==> config.mk <==
export PLATFORM = sky130hd
export DESIGN_NAME = tor_channel
export DESIGN_NICKNAME = d
export VERILOG_FILES = /design/src/rtl/throughout_or_pkg.sv /design/src/rtl/tor_channel.sv
export SDC_FILE = /design/constraint.sdc
export NUM_CORES = 1
export LEC_CHECK = 0
export BUFFER_PORTS_ARGS = -buffer_cell sky130_fd_sc_hd__buf_4
export CAP_MARGIN = 10
export CORE_MARGIN = 3
export CORE_UTILIZATION = 35
export CTS_BUF_LIST = sky130_fd_sc_hd__clkbuf_8
export DETAILED_ROUTE_END_ITERATION = 6
export MAX_ROUTING_LAYER = met4
export PLACE_DENSITY_LB_ADDON = 0.3
export SYNTH_ARGS = -nofsm -noshare
export SYNTH_HDL_FRONTEND = slang
export SYNTH_SLANG_ARGS = --single-unit
==> constraint.sdc <==
create_clock -name clk -period 1.4 [get_ports clk]
set_input_delay 0 -clock clk [delete_from_list [all_inputs] [get_ports clk]]
set_output_delay 0 -clock clk [all_outputs]
set_load 0.005 [all_outputs]
==> src/rtl/throughout_or_pkg.sv <==
// ============================================================================
// throughout_or_pkg : shared types, encodings and helpers for the checker
// Revision: 1.0
// ============================================================================
`default_nettype none

package throughout_or_pkg;

   typedef enum logic [0:0] {
      IDLE   = 1'b0,
      ACTIVE = 1'b1
   } state_t;

   localparam logic CAUSE_GUARD   = 1'b0;
   localparam logic CAUSE_TIMEOUT = 1'b1;

   // Effective window: 0 behaves as 1, anything past win_max saturates.
   function automatic int unsigned clamp_win(input int unsigned len,
                                             input int unsigned win_max);
      if (len == 0)
         return 1;
      else if (len > win_max)
         return win_max;
      else
         return len;
   endfunction

   function automatic int unsigned popcount(input logic [31:0] v);
      int unsigned n;
      n = 0;
      for (int i = 0; i < 32; i++)
         n += int'(v[i]);
      return n;
   endfunction

endpackage

`default_nettype wire

==> src/rtl/tor_channel.sv <==
// ============================================================================
// tor_channel : one "guard throughout (A or B)" attempt FSM with registered results
// Revision: 1.0
// ============================================================================
`default_nettype none

module tor_channel
   import throughout_or_pkg::*;
#(
   parameter int unsigned WIN_MAX = 16,
   parameter int unsigned WL_W    = $clog2(WIN_MAX + 1),
   parameter int unsigned LAT_W   = (WIN_MAX > 1) ? $clog2(WIN_MAX) : 1
) (
   input  logic             clk,
   input  logic             rst,
   input  logic [WL_W-1:0]  win_len,
   input  logic             start,
   input  logic             guard,
   input  logic             ev_a,
   input  logic             ev_b,
   output logic             busy,
   output logic             pass,
   output logic             fail,
   output logic             cause,
   output logic [1:0]       hit,
   output logic [LAT_W-1:0] lat,
   output logic             drop
);

   state_t           state_q, state_d;
   logic [LAT_W-1:0] k_q, k_d;
   logic [LAT_W-1:0] last_q, last_d;
   logic             busy_q, busy_d;
   logic             pass_q, pass_d;
   logic             fail_q, fail_d;
   logic             cause_q, cause_d;
   logic [1:0]       hit_q, hit_d;
   logic [LAT_W-1:0] lat_q, lat_d;
   logic             drop_q, drop_d;

   logic [LAT_W-1:0] last_start;
   logic [LAT_W-1:0] k_cur;
   logic [LAT_W-1:0] last_cur;
   logic             evaluate;
   logic             resolved;

   // Stored as W-1 so the timeout test is a plain equality against k.
   assign last_start = LAT_W'(clamp_win(32'(win_len), WIN_MAX) - 1);

   always_comb begin
      state_d  = state_q;
      k_d      = k_q;
      last_d   = last_q;
      pass_d   = 1'b0;
      fail_d   = 1'b0;
      cause_d  = 1'b0;
      hit_d    = 2'b00;
      lat_d    = '0;
      drop_d   = 1'b0;
      evaluate = 1'b0;
      resolved = 1'b0;
      k_cur    = k_q;
      last_cur = last_q;

      if (state_q == IDLE) begin
         evaluate = start;
         k_cur    = '0;
         last_cur = last_start;
      end else begin
         evaluate = 1'b1;
         drop_d   = start;
      end

      if (evaluate) begin
         if (!guard) begin
            fail_d   = 1'b1;
            cause_d  = CAUSE_GUARD;
            resolved = 1'b1;
         end else if (ev_a || ev_b) begin
            pass_d   = 1'b1;
            hit_d    = {ev_b, ev_a};
            lat_d    = k_cur;
            resolved = 1'b1;
         end else if (k_cur == last_cur) begin
            fail_d   = 1'b1;
            cause_d  = CAUSE_TIMEOUT;
            resolved = 1'b1;
         end
      end

      if (resolved) begin
         state_d = IDLE;
      end else if (evaluate) begin
         state_d = ACTIVE;
         k_d     = k_cur + LAT_W'(1);
         last_d  = last_cur;
      end

      busy_d = (state_d == ACTIVE);
   end

   always_ff @(posedge clk or posedge rst) begin
      if (rst) begin
         state_q <= IDLE;
         k_q     <= '0;
         last_q  <= '0;
         busy_q  <= 1'b0;
         pass_q  <= 1'b0;
         fail_q  <= 1'b0;
         cause_q <= 1'b0;
         hit_q   <= 2'b00;
         lat_q   <= '0;
         drop_q  <= 1'b0;
      end else begin
         state_q <= state_d;
         k_q     <= k_d;
         last_q  <= last_d;
         busy_q  <= busy_d;
         pass_q  <= pass_d;
         fail_q  <= fail_d;
         cause_q <= cause_d;
         hit_q   <= hit_d;
         lat_q   <= lat_d;
         drop_q  <= drop_d;
      end
   end

   assign busy  = busy_q;
   assign pass  = pass_q;
   assign fail  = fail_q;
   assign cause = cause_q;
   assign hit   = hit_q;
   assign lat   = lat_q;
   assign drop  = drop_q;

endmodule

`default_nettype wire

## Word-level counts from Yosys, hierarchy flattened

Index checks and enable logic that the tools add are counted.

- Add/subtract/negate cells: 2
- $lt $le $gt $ge: 1
- Eq/ne operators: 1
- Muxes and demuxes: 26
- Bitwise logic cells: 1
- Reduce and logical (&&, ||, !) cells: 4

Operator list:

| operator | count |
|---|---|
| two-way mux 4 bit | 7 |
| two-way mux 1 bit | 16 |
| two-way mux 2 bit | 3 |
| > comparator 5 bit, second input constant | 1 |
| zero test 5 bit | 1 |
| adder 4 x 1 -> 4 bit, second input constant | 1 |
| == test 4 bit | 1 |
| subtractor 4 x 1 -> 4 bit, second input constant | 1 |
| AND reduction 2 bit | 1 |
| nonzero test 2 bit | 1 |
| logical OR 1 bit | 1 |
| NOT 1 bit | 1 |

- Flip-flop bits (word level): 19

## Longest topological paths before layout

Gate-level depths: netlist of run 1.

- Depth after elaboration: 12
- Mapped depth: 8
- Gate-level depth less buffers: 8

## Worst setup path after synthesis of run 1

OpenSTA, ideal clock, no wires.

- Path kind: input-to-reg
- Start: input win_len[1]
- End: register k_q[1]
- Arrival: 1.493 ns
- Data required time: 1.275 ns
- Slack: -0.218 ns
- Stages: 8
- Cell sequence: nor3_2 o21ai_0 ha_1 xnor2_1 o2111ai_2 o22ai_2 a21oi_4 mux2_4

- Word-level cells in the longest chain between the ends: 12
- Elaborated cells between the ends (all ways): 13
- Those cells by class: add/sub: 1; order compare: 1; eq/ne: 1; mux: 7; bitwise: 1; reduce/logical: 2

RTL lines:

| what | RTL line | text |
|---|---|---|
| from (decl) | tor_channel.sv:16 | `input logic [WL_W-1:0] win_len,` |
| > comparator 5 bit | throughout_or_pkg.sv:22 | `else if (len > win_max)` |
| two-way mux 4 bit | throughout_or_pkg.sv:22 |  |
| two-way mux 4 bit (*) | throughout_or_pkg.sv:20 | `if (len == 0)` |
| subtractor 4 x 1 -> 4 bit (*) | tor_channel.sv:48 | `assign last_start = LAT_W'(clamp_win(32'(win_len), WIN_MAX) - 1);` |
| two-way mux 4 bit (*) | tor_channel.sv:65 | `if (state_q == IDLE) begin` |
| == test 4 bit (*) | tor_channel.sv:84 | `end else if (k_cur == last_cur) begin` |
| two-way mux 1 bit (*) | tor_channel.sv:84 |  |
| two-way mux 1 bit (*) | tor_channel.sv:79 | `end else if (ev_a \|\| ev_b) begin` |
| two-way mux 1 bit (*) | tor_channel.sv:75 | `if (!guard) begin` |
| two-way mux 1 bit (*) | tor_channel.sv:74 | `if (evaluate) begin` |
| NOT 1 bit (no source line) (*) | n/a |  |
| AND reduction 2 bit (no source line) (*) | n/a |  |
| to (signal assigned) | tor_channel.sv:116 | `k_q <= k_d;` |
| to (decl) | tor_channel.sv:31 | `logic [LAT_W-1:0] k_q, k_d;` |

Mark *: on every way between the ends. The rest lies on a longest branch, timed or not.
A chain may end at the register's enable or synchronous reset.

## Worst setup path after layout of run 1

- Start: register k_q[3]
- End: register k_q[1]

- Word-level cells in the longest chain between the ends: 8

RTL lines:

| what | RTL line |
|---|---|
| two-way mux 4 bit | tor_channel.sv:65 |
| == test 4 bit | tor_channel.sv:84 |
| two-way mux 1 bit | tor_channel.sv:84 |
| two-way mux 1 bit | tor_channel.sv:79 |
| two-way mux 1 bit | tor_channel.sv:75 |
| two-way mux 1 bit | tor_channel.sv:74 |
| NOT 1 bit (no source line) | n/a |
| AND reduction 2 bit (no source line) | n/a |

No other way between the ends.

==> results.md, run 1 <==
- Result of the run: complete, but fails checks
- Failing checks: negative setup slack
- RSZ-0062 raised after global routing: true
- Gp weighted congestion: 0.790
- Sequential-to-total area share from yosys stat: 0.493
- Full die area: 0.00342 mm²
- Number of remaining DRC errors: 0
- Fraction of final layout cells sized beyond drive strength 1: 0.541
- Power density normalized to cell area: 913 mW/mm²
- Syn Area/Cell: 11.0 µm²
- Area added between synthesis and finish: 59.8%
- Leakage power figure: 0.000761 µW
- Global-route wire length before repair: 3.57 mm
- Utilization after layout: 0.606
- Final worst slack: -0.0236 ns
- Max capacitance violation total: 0
- TritonCTS clock tree: yes
- CTS buffer count: 3
- Via count: 869
- Portion of the clock cycle consumed by the worst path in the final layout: 1.02
- Global Route Usage Sum: 0.142
- Fraction of synthesized cell area taken by the top area cell type: 0.493
- Number of placed cells counting well taps: 157
- Top-level port count: 22
- Slew Limit Headroom: 0.799
- Final max-slew violation count: 0
- Die width: 58.5 µm
- Ant. Diodes: 0
- Total detailed-routing wirelength: 2.40 mm
- Required time of the worst setup path: 1.55 ns
- Main flop type after synthesis: sky130_fd_sc_hd__dfrtp_1
- FP Rows: 18
- Final Hold Viols: 0
- Worst hold-check path type: in2reg
- Synthesized net count: 101
- Final standard cell count with taps included and fillers excluded: 176
- Post-detailed-route via-to-cell ratio: 4.94
- CP Capture Type: register
- Actual transition at the worst max-transition pin: 0.301 ns
- Buffer depth of the longest clock path: 2
- Total of buffers placed on input and output ports: 21
- Clock slew at reported path FFs: 0.07 ns
- Commonest cells post-synth: 19 x sky130_fd_sc_hd__dfrtp_1, 10 x sky130_fd_sc_hd__inv_1, 5 x sky130_fd_sc_hd__nand2_1, 5 x sky130_fd_sc_hd__xnor2_1
- Most used standard cell by instance count after synthesis: sky130_fd_sc_hd__dfrtp_1
- Synthesis-stage register bit count: 19
- Endpoint arrival time on the critical path: 1.57 ns
- Achievable frequency: 702 MHz
- Root buffer cell: sky130_fd_sc_hd__clkbuf_8
- Clock latency at the later pin of the worst-skew pair: 0.26 ns
- Fillcell total: 214
- Core ar.: 0.00254 mm²
- Gr ovfl total: 0
- Initial Utilization: 0.379
- Final setup violation count: 3
- Vertical extent of the die: 58.5 µm
- Area of the mapped netlist: 965 µm²
- Number of enable flip-flop cells after synthesis: 0
- Vias in the first global route: 826
- IR Drop Worst-Case VDD: 0.759 mV
- DR WL/cell: 13.7 µm
- Category of the critical setup timing path: reg2reg
- Startpoint kind of the worst setup timing path: register
- Remaining number of nets flagged by the antenna check after routing: 0
- Final #Nets: 160
- Number of synthesis warnings: 0
- Async set or reset register ratio after synthesis: 1.00
- Initial antenna violation count: 0
- Worst-case setup slack after placement: -0.318 ns
- Maximum fanout encountered on the critical timing path: 3
- Number of library cell types mapped by synthesis: 29
- Post-Synthesis Cells: 88
- Final HPWL from detailed placement: 1.69 mm
- Level count of the clock H-tree: 1
- Count of clock tree sinks: 19
- Cell taking the most area after synthesis: sky130_fd_sc_hd__dfrtp_1
- Crit path time final: 1.42 ns
- Final Skew: 0.00640 ns
- Starting DRT DRC Count: 9
- Pin count of the biggest net entering global routing: 13
- Biggest area contributors in the synthesized netlist: sky130_fd_sc_hd__dfrtp_1 49%, sky130_fd_sc_hd__mux2_4 4.7%, sky130_fd_sc_hd__xnor2_1 4.5%
- Pre-antenna DRT Iters: 4
cells in the final DEF (no fill, tap or decap), types with 2 or more instances in the layout:
cell	count
sky130_fd_sc_hd__and2_1	3
sky130_fd_sc_hd__nor2_1	4
sky130_fd_sc_hd__dfrtp_2	2
sky130_fd_sc_hd__xnor2_1	3
sky130_fd_sc_hd__nand3_1	4
sky130_fd_sc_hd__xnor2_2	2
sky130_fd_sc_hd__mux2i_2	2
sky130_fd_sc_hd__mux2_4	3
sky130_fd_sc_hd__o21ai_1	2
sky130_fd_sc_hd__nor3b_1	2
sky130_fd_sc_hd__o21ai_2	4
sky130_fd_sc_hd__o211ai_1	4
sky130_fd_sc_hd__dlygate4sd3_1	5
sky130_fd_sc_hd__ha_2	2
sky130_fd_sc_hd__buf_4	46
sky130_fd_sc_hd__clkbuf_8	3
sky130_fd_sc_hd__buf_6	3
sky130_fd_sc_hd__inv_1	9
sky130_fd_sc_hd__dfrtp_1	17
sky130_fd_sc_hd__nor3_1	4
sky130_fd_sc_hd__nand2_1	5
sky130_fd_sc_hd__nor2_4	2
area by class of cell:
class	instances	area (µm²)	share of cell area
clock buffer	3	41.3	0.0268
clock inverter	1	5.00	0.00325
sequential	19	478	0.310
timing repair buffer	55	444	0.288
inverter	10	37.5	0.0244
tap	30	37.5	0.0244
multi-input combinational	58	498	0.323
per-stage QoR:
stage                     instance area [µm²]  hold slack (ns)  TNS (ns)  total power [µW]
after floorplan                           982          -0.0489    -0.223               815
after global placement                   1320          -0.0421     -1.89               955
after detailed placement                 1320          -0.0315     -2.54               965
after CTS                                1430          0.00833   -0.0540              1360
after global routing                     1540           0.0131    -0.404              1480
final                                    1540          0.00875   -0.0638              1410
per-layer routing:
layer / up-vias / share of wire / track usage
li1: 421 / - / -
met1: 423 / 0.38 / 0.151
met2: 23 / 0.57 / 0.265
met3: 2 / 0.042 / 0.0197
met4: 0 / 0.0096 / 0.0497
met5: - / 0 / -
state kept, by name, summed over array words and instances, names as in the netlist:
name	flops
busy	1
cause	1
drop	1
fail	1
hit	2
k_q	4
last_q	4
lat	4
pass	1
repair_timing:
action,in CTS,in global routing
pin swaps,4,10
hold buffers,5,0
endpoints found under the hold margin,11,0
cloned,0,0
buffers inserted,2,8
setup endpoints to repair,7,8
gates resized for setup,4,15
path summary, 6_finish.rpt:
kind	depth (start not counted)	slack, ns	endpoint	startpoint
max in group asynchronous	4	0.69	k_q[1]$_DFFE_PP0P_	rst
hold / removal	3	0.009	pass$_DFF_PP0_	ev_b
hold reg to reg	1	0.54	last_q[0]$_DFFE_PP0P_	last_q[0]$_DFFE_PP0P_
min in group asynchronous	3	0.23	lat[0]$_DFF_PP0_	rst
setup reg to reg	5	-0.02	k_q[1]$_DFFE_PP0P_	k_q[3]$_DFFE_PP0P_
setup / recovery	5	-0.02	k_q[1]$_DFFE_PP0P_	k_q[3]$_DFFE_PP0P_
cells by family after synthesis:
group | after synthesis | share of synthesized area
DFF | 19 | 0.493
adders and majority gates | 2 | 0.0259
muxes | 5 | 0.0674
xor gates and xnor gates | 5 | 0.0454
and+or+nand+nor | 26 | 0.154
buffers and inverters | 11 | 0.0441
AOI/OAI and AO/OA | 20 | 0.170
report_power, final:
part / internal (µW) / total [µW] / switching [µW]
clock: 198 / 379 / 181
combinational: 228 / 382 / 155
sequential: 602 / 646 / 44.2
total: 1030 / 1410 / 380
worst max-delay path, cell delays in order (launching register included):
cell                       delay (ns)
sky130_fd_sc_hd__dfrtp_1         0.40
sky130_fd_sc_hd__inv_2           0.06
sky130_fd_sc_hd__o211ai_1        0.25
sky130_fd_sc_hd__o22ai_2         0.14
sky130_fd_sc_hd__a21oi_4         0.17
sky130_fd_sc_hd__mux2_4          0.31
Note: power is estimated with default switching activity, not from simulation.
==> inputs of run 2 (changes only) <==
- CORE_MARGIN: 3 -> 2
- REMOVE_ABC_BUFFERS: unset -> 1
- clock period: 1.4 -> 1.7 ns (I/O delays scaled with it)
==> results.md, run 2 (same netlist as run 1, synthesis figures left out) <==
- Worst hold-check path type: in2reg
- Root buffer cell: sky130_fd_sc_hd__clkbuf_8
- Total negative setup slack: 0 ns (+0.0638 ns)
- Sum of buffers and inverters on the critical path: 1 (unchanged)
- Utilization after layout: 0.500 (-0.105)
- Via count: 776 (-11%)
- Max capacitance violation total: 0 (unchanged)
- Gp weighted congestion: 0.813 (+2.8%)
- Final HPWL from detailed placement: 1.47 mm (-13%)
- Number of remaining DRC errors: 0 (unchanged)
- Maximum fanout encountered on the critical timing path: 3 (unchanged)
- Commonest non-fill, non-tap cell in the layout: sky130_fd_sc_hd__buf_4
- Fillcell total: 258 (+21%)
- Achievable frequency: 649 MHz
- Pre-antenna DRT Iters: 4 (unchanged)
- Global Route Usage Sum: 0.139 (-0.00259)
- Final Skew: 0.00141 ns (-0.00500 ns)
- Full die area: 0.00319 mm² (-6.7%)
- Initial antenna violation count: 0 (unchanged)
- CP Capture Type: register
- Actual transition at the worst max-transition pin: 0.705 ns (+0.404 ns)
- FP Rows: 19 (+1)
- Sequence of cells on the critical path: buf_4 > nor3_2 > o21ai_1 > ha_1 > xnor2_1 > o2111ai_2 > o22ai_2 > a21oi_4 > mux2_4
- Worst hold start: win_len[3]
- Result of the run: completed
- Endpoint, Worst Hold: last_q[3]$_DFFE_PP0P_
- Ant. Diodes: 0 (unchanged)
- Endpoint arrival time on the critical path: 1.68 ns (+0.11 ns)
- Kind of cell adding the most delay to the critical path: compound AO/OA/AOI/OAI gates
- Initial Utilization: 0.359 (-0.0200)
- Final max-slew violation count: 0 (unchanged)
- TritonCTS clock tree: yes
- Total of buffers placed on input and output ports: 21 (unchanged)
- DR WL/cell: 11.9 µm (-13%)
- IR Drop Worst-Case VDD: 0.637 mV (-16%)
- Post-detailed-route via-to-cell ratio: 4.85 (-1.8%)
- Vias in the first global route: 784 (-5.1%)
- Leakage power figure: 0.000669 µW (-12%)
- Final setup violation count: 0 (-3)
- Remaining number of nets flagged by the antenna check after routing: 0 (unchanged)
- Worst stage delay on the critical path: 0.30 ns (-0.10 ns)
- Required time of the worst setup path: 1.84 ns (+0.29 ns)
- Clock slew at reported path FFs: 0.07 ns (about the same)
- Final #Nets: 143 (-11%)
- Pin count of the biggest net entering global routing: 20 (+7)
- Top library cells by usage in the layout, fill and taps aside: 33 x sky130_fd_sc_hd__buf_4, 18 x sky130_fd_sc_hd__dfrtp_1, 10 x sky130_fd_sc_hd__inv_1
- Register-to-Register Path Depth: 5 (unchanged)
- Worst Hold Path Cells: 4 (+1)
- Die width: 56.5 µm (-3.4%)
- Global-route wire length before repair: 3.36 mm (-6.0%)
- Clock latency at the later pin of the worst-skew pair: 0.25 ns (about the same)
- Reg-to-reg endpoint: last_q[0]$_DFFE_PP0P_
- Area added between synthesis and finish: 39.3%
- Category of the critical setup timing path: in2reg
- CTS buffer count: 3 (unchanged)
- Power density normalized to cell area: 786 mW/mm² (-14%)
- Slew Limit Headroom: 0.529 (-0.270)
- Core ar.: 0.00269 mm² (+5.6%)
- Gr ovfl total: 0 (unchanged)
- Reg-to-reg startpoint: busy$_DFFE_PP0P_
- Count of clock tree sinks: 19 (unchanged)
- Fraction of final layout cells sized beyond drive strength 1: 0.395 (-0.146)
- Top-level port count: 22 (unchanged)
- Startpoint kind of the worst setup timing path: input port
- Level count of the clock H-tree: 1 (unchanged)
- Crit path time final: 1.54 ns
- Vertical extent of the die: 56.5 µm (-3.4%)
- Total detailed-routing wirelength: 1.91 mm (-21%)
- Final Hold Viols: 0 (unchanged)
- Buffer depth of the longest clock path: 2 (unchanged)
- RSZ-0062 raised after global routing: false
- Starting DRT DRC Count: 12 (+3)
- Portion of the clock cycle consumed by the worst path in the final layout: 0.906
- Reg-to-reg slack, setup: 0.19 ns (+0.21 ns)
- Cell with the largest stage delay on the worst path: sky130_fd_sc_hd__mux2_4
-- run 2: cell types whose count changed in the layout (fill, tap and decap cells not counted), sizes merged --
cell,before,now
buf,50,33
-- run 2: cell type report --
type | count | area [µm²] | share of cell area
multi-input combinational | 58 | 447 | 0.332
sequential | 19 | 477 | 0.355
tap | 31 | 38.8 | 0.0289
timing repair buffer | 38 | 298 | 0.222
clock buffer | 3 | 41.3 | 0.0307
inverter | 10 | 37.5 | 0.0279
clock inverter | 1 | 5.00 | 0.00372
-- run 2: routing by layer --
layer  wire, µm  vias to the layer above  track usage
li1           -                      385            -
met1        828                      364        0.161
met2        979                       25        0.239
met3         77                        2       0.0415
met4         21                        0       0.0306
met5          0                        -            -
-- run 2: stage by stage --
step	area [µm²]	setup WS, ns	hold WS (ns)	cells	power (µW)
global route	1340	0.0110	0.244	160	1120
CTS	1340	0.0935	0.221	159	1070
floorplan	960	0.0812	-0.0489	87	666
global placement	1240	-0.0182	0.151	150	744
detailed placement	1240	-0.152	0.170	150	748
finish	1340	0.160	0.226	160	1060
-- run 2: power by group --
| part | leakage (µW) | switching [µW] | internal, µW |
|---|---|---|---|
| registers | 0.000242 | 34.6 | 495 |
| clock network | 0.0000255 | 145 | 163 |
| logic | 0.000401 | 96.1 | 123 |
| total | 0.000669 | 275 | 781 |
-- run 2: worst max-delay path by stage --
stage / startpoint / cells past startpoint / to / slack [ns]
2_1_floorplan: win_len[1] / 8 / k_q[1]$_DFFE_PP0P_ / 0.08
3_3_place_gp: win_len[1] / 9 / k_q[1]$_DFFE_PP0P_ / -0.02
3_5_place_dp: win_len[1] / 10 / k_q[2]$_DFFE_PP0P_ / -0.15
4_1_cts: win_len[1] / 10 / k_q[2]$_DFFE_PP0P_ / 0.09
5_1_grt: win_len[1] / 10 / k_q[2]$_DFFE_PP0P_ / 0.01
6_report: win_len[1] / 9 / k_q[1]$_DFFE_PP0P_ / 0.16
-- run 2: worst min-delay path: stages --
cell and delay, ns:
sky130_fd_sc_hd__buf_4 0.09, sky130_fd_sc_hd__o31ai_1 0.06, sky130_fd_sc_hd__nand2_1 0.16, sky130_fd_sc_hd__a21o_1 0.14
-- run 2: timing repair --
item	in CTS	in global routing
hold buffers	5	0
setup buffers	0	1
setup endpoints to repair	0	2
endpoints found under the hold margin	23	0
gates resized for setup	0	2
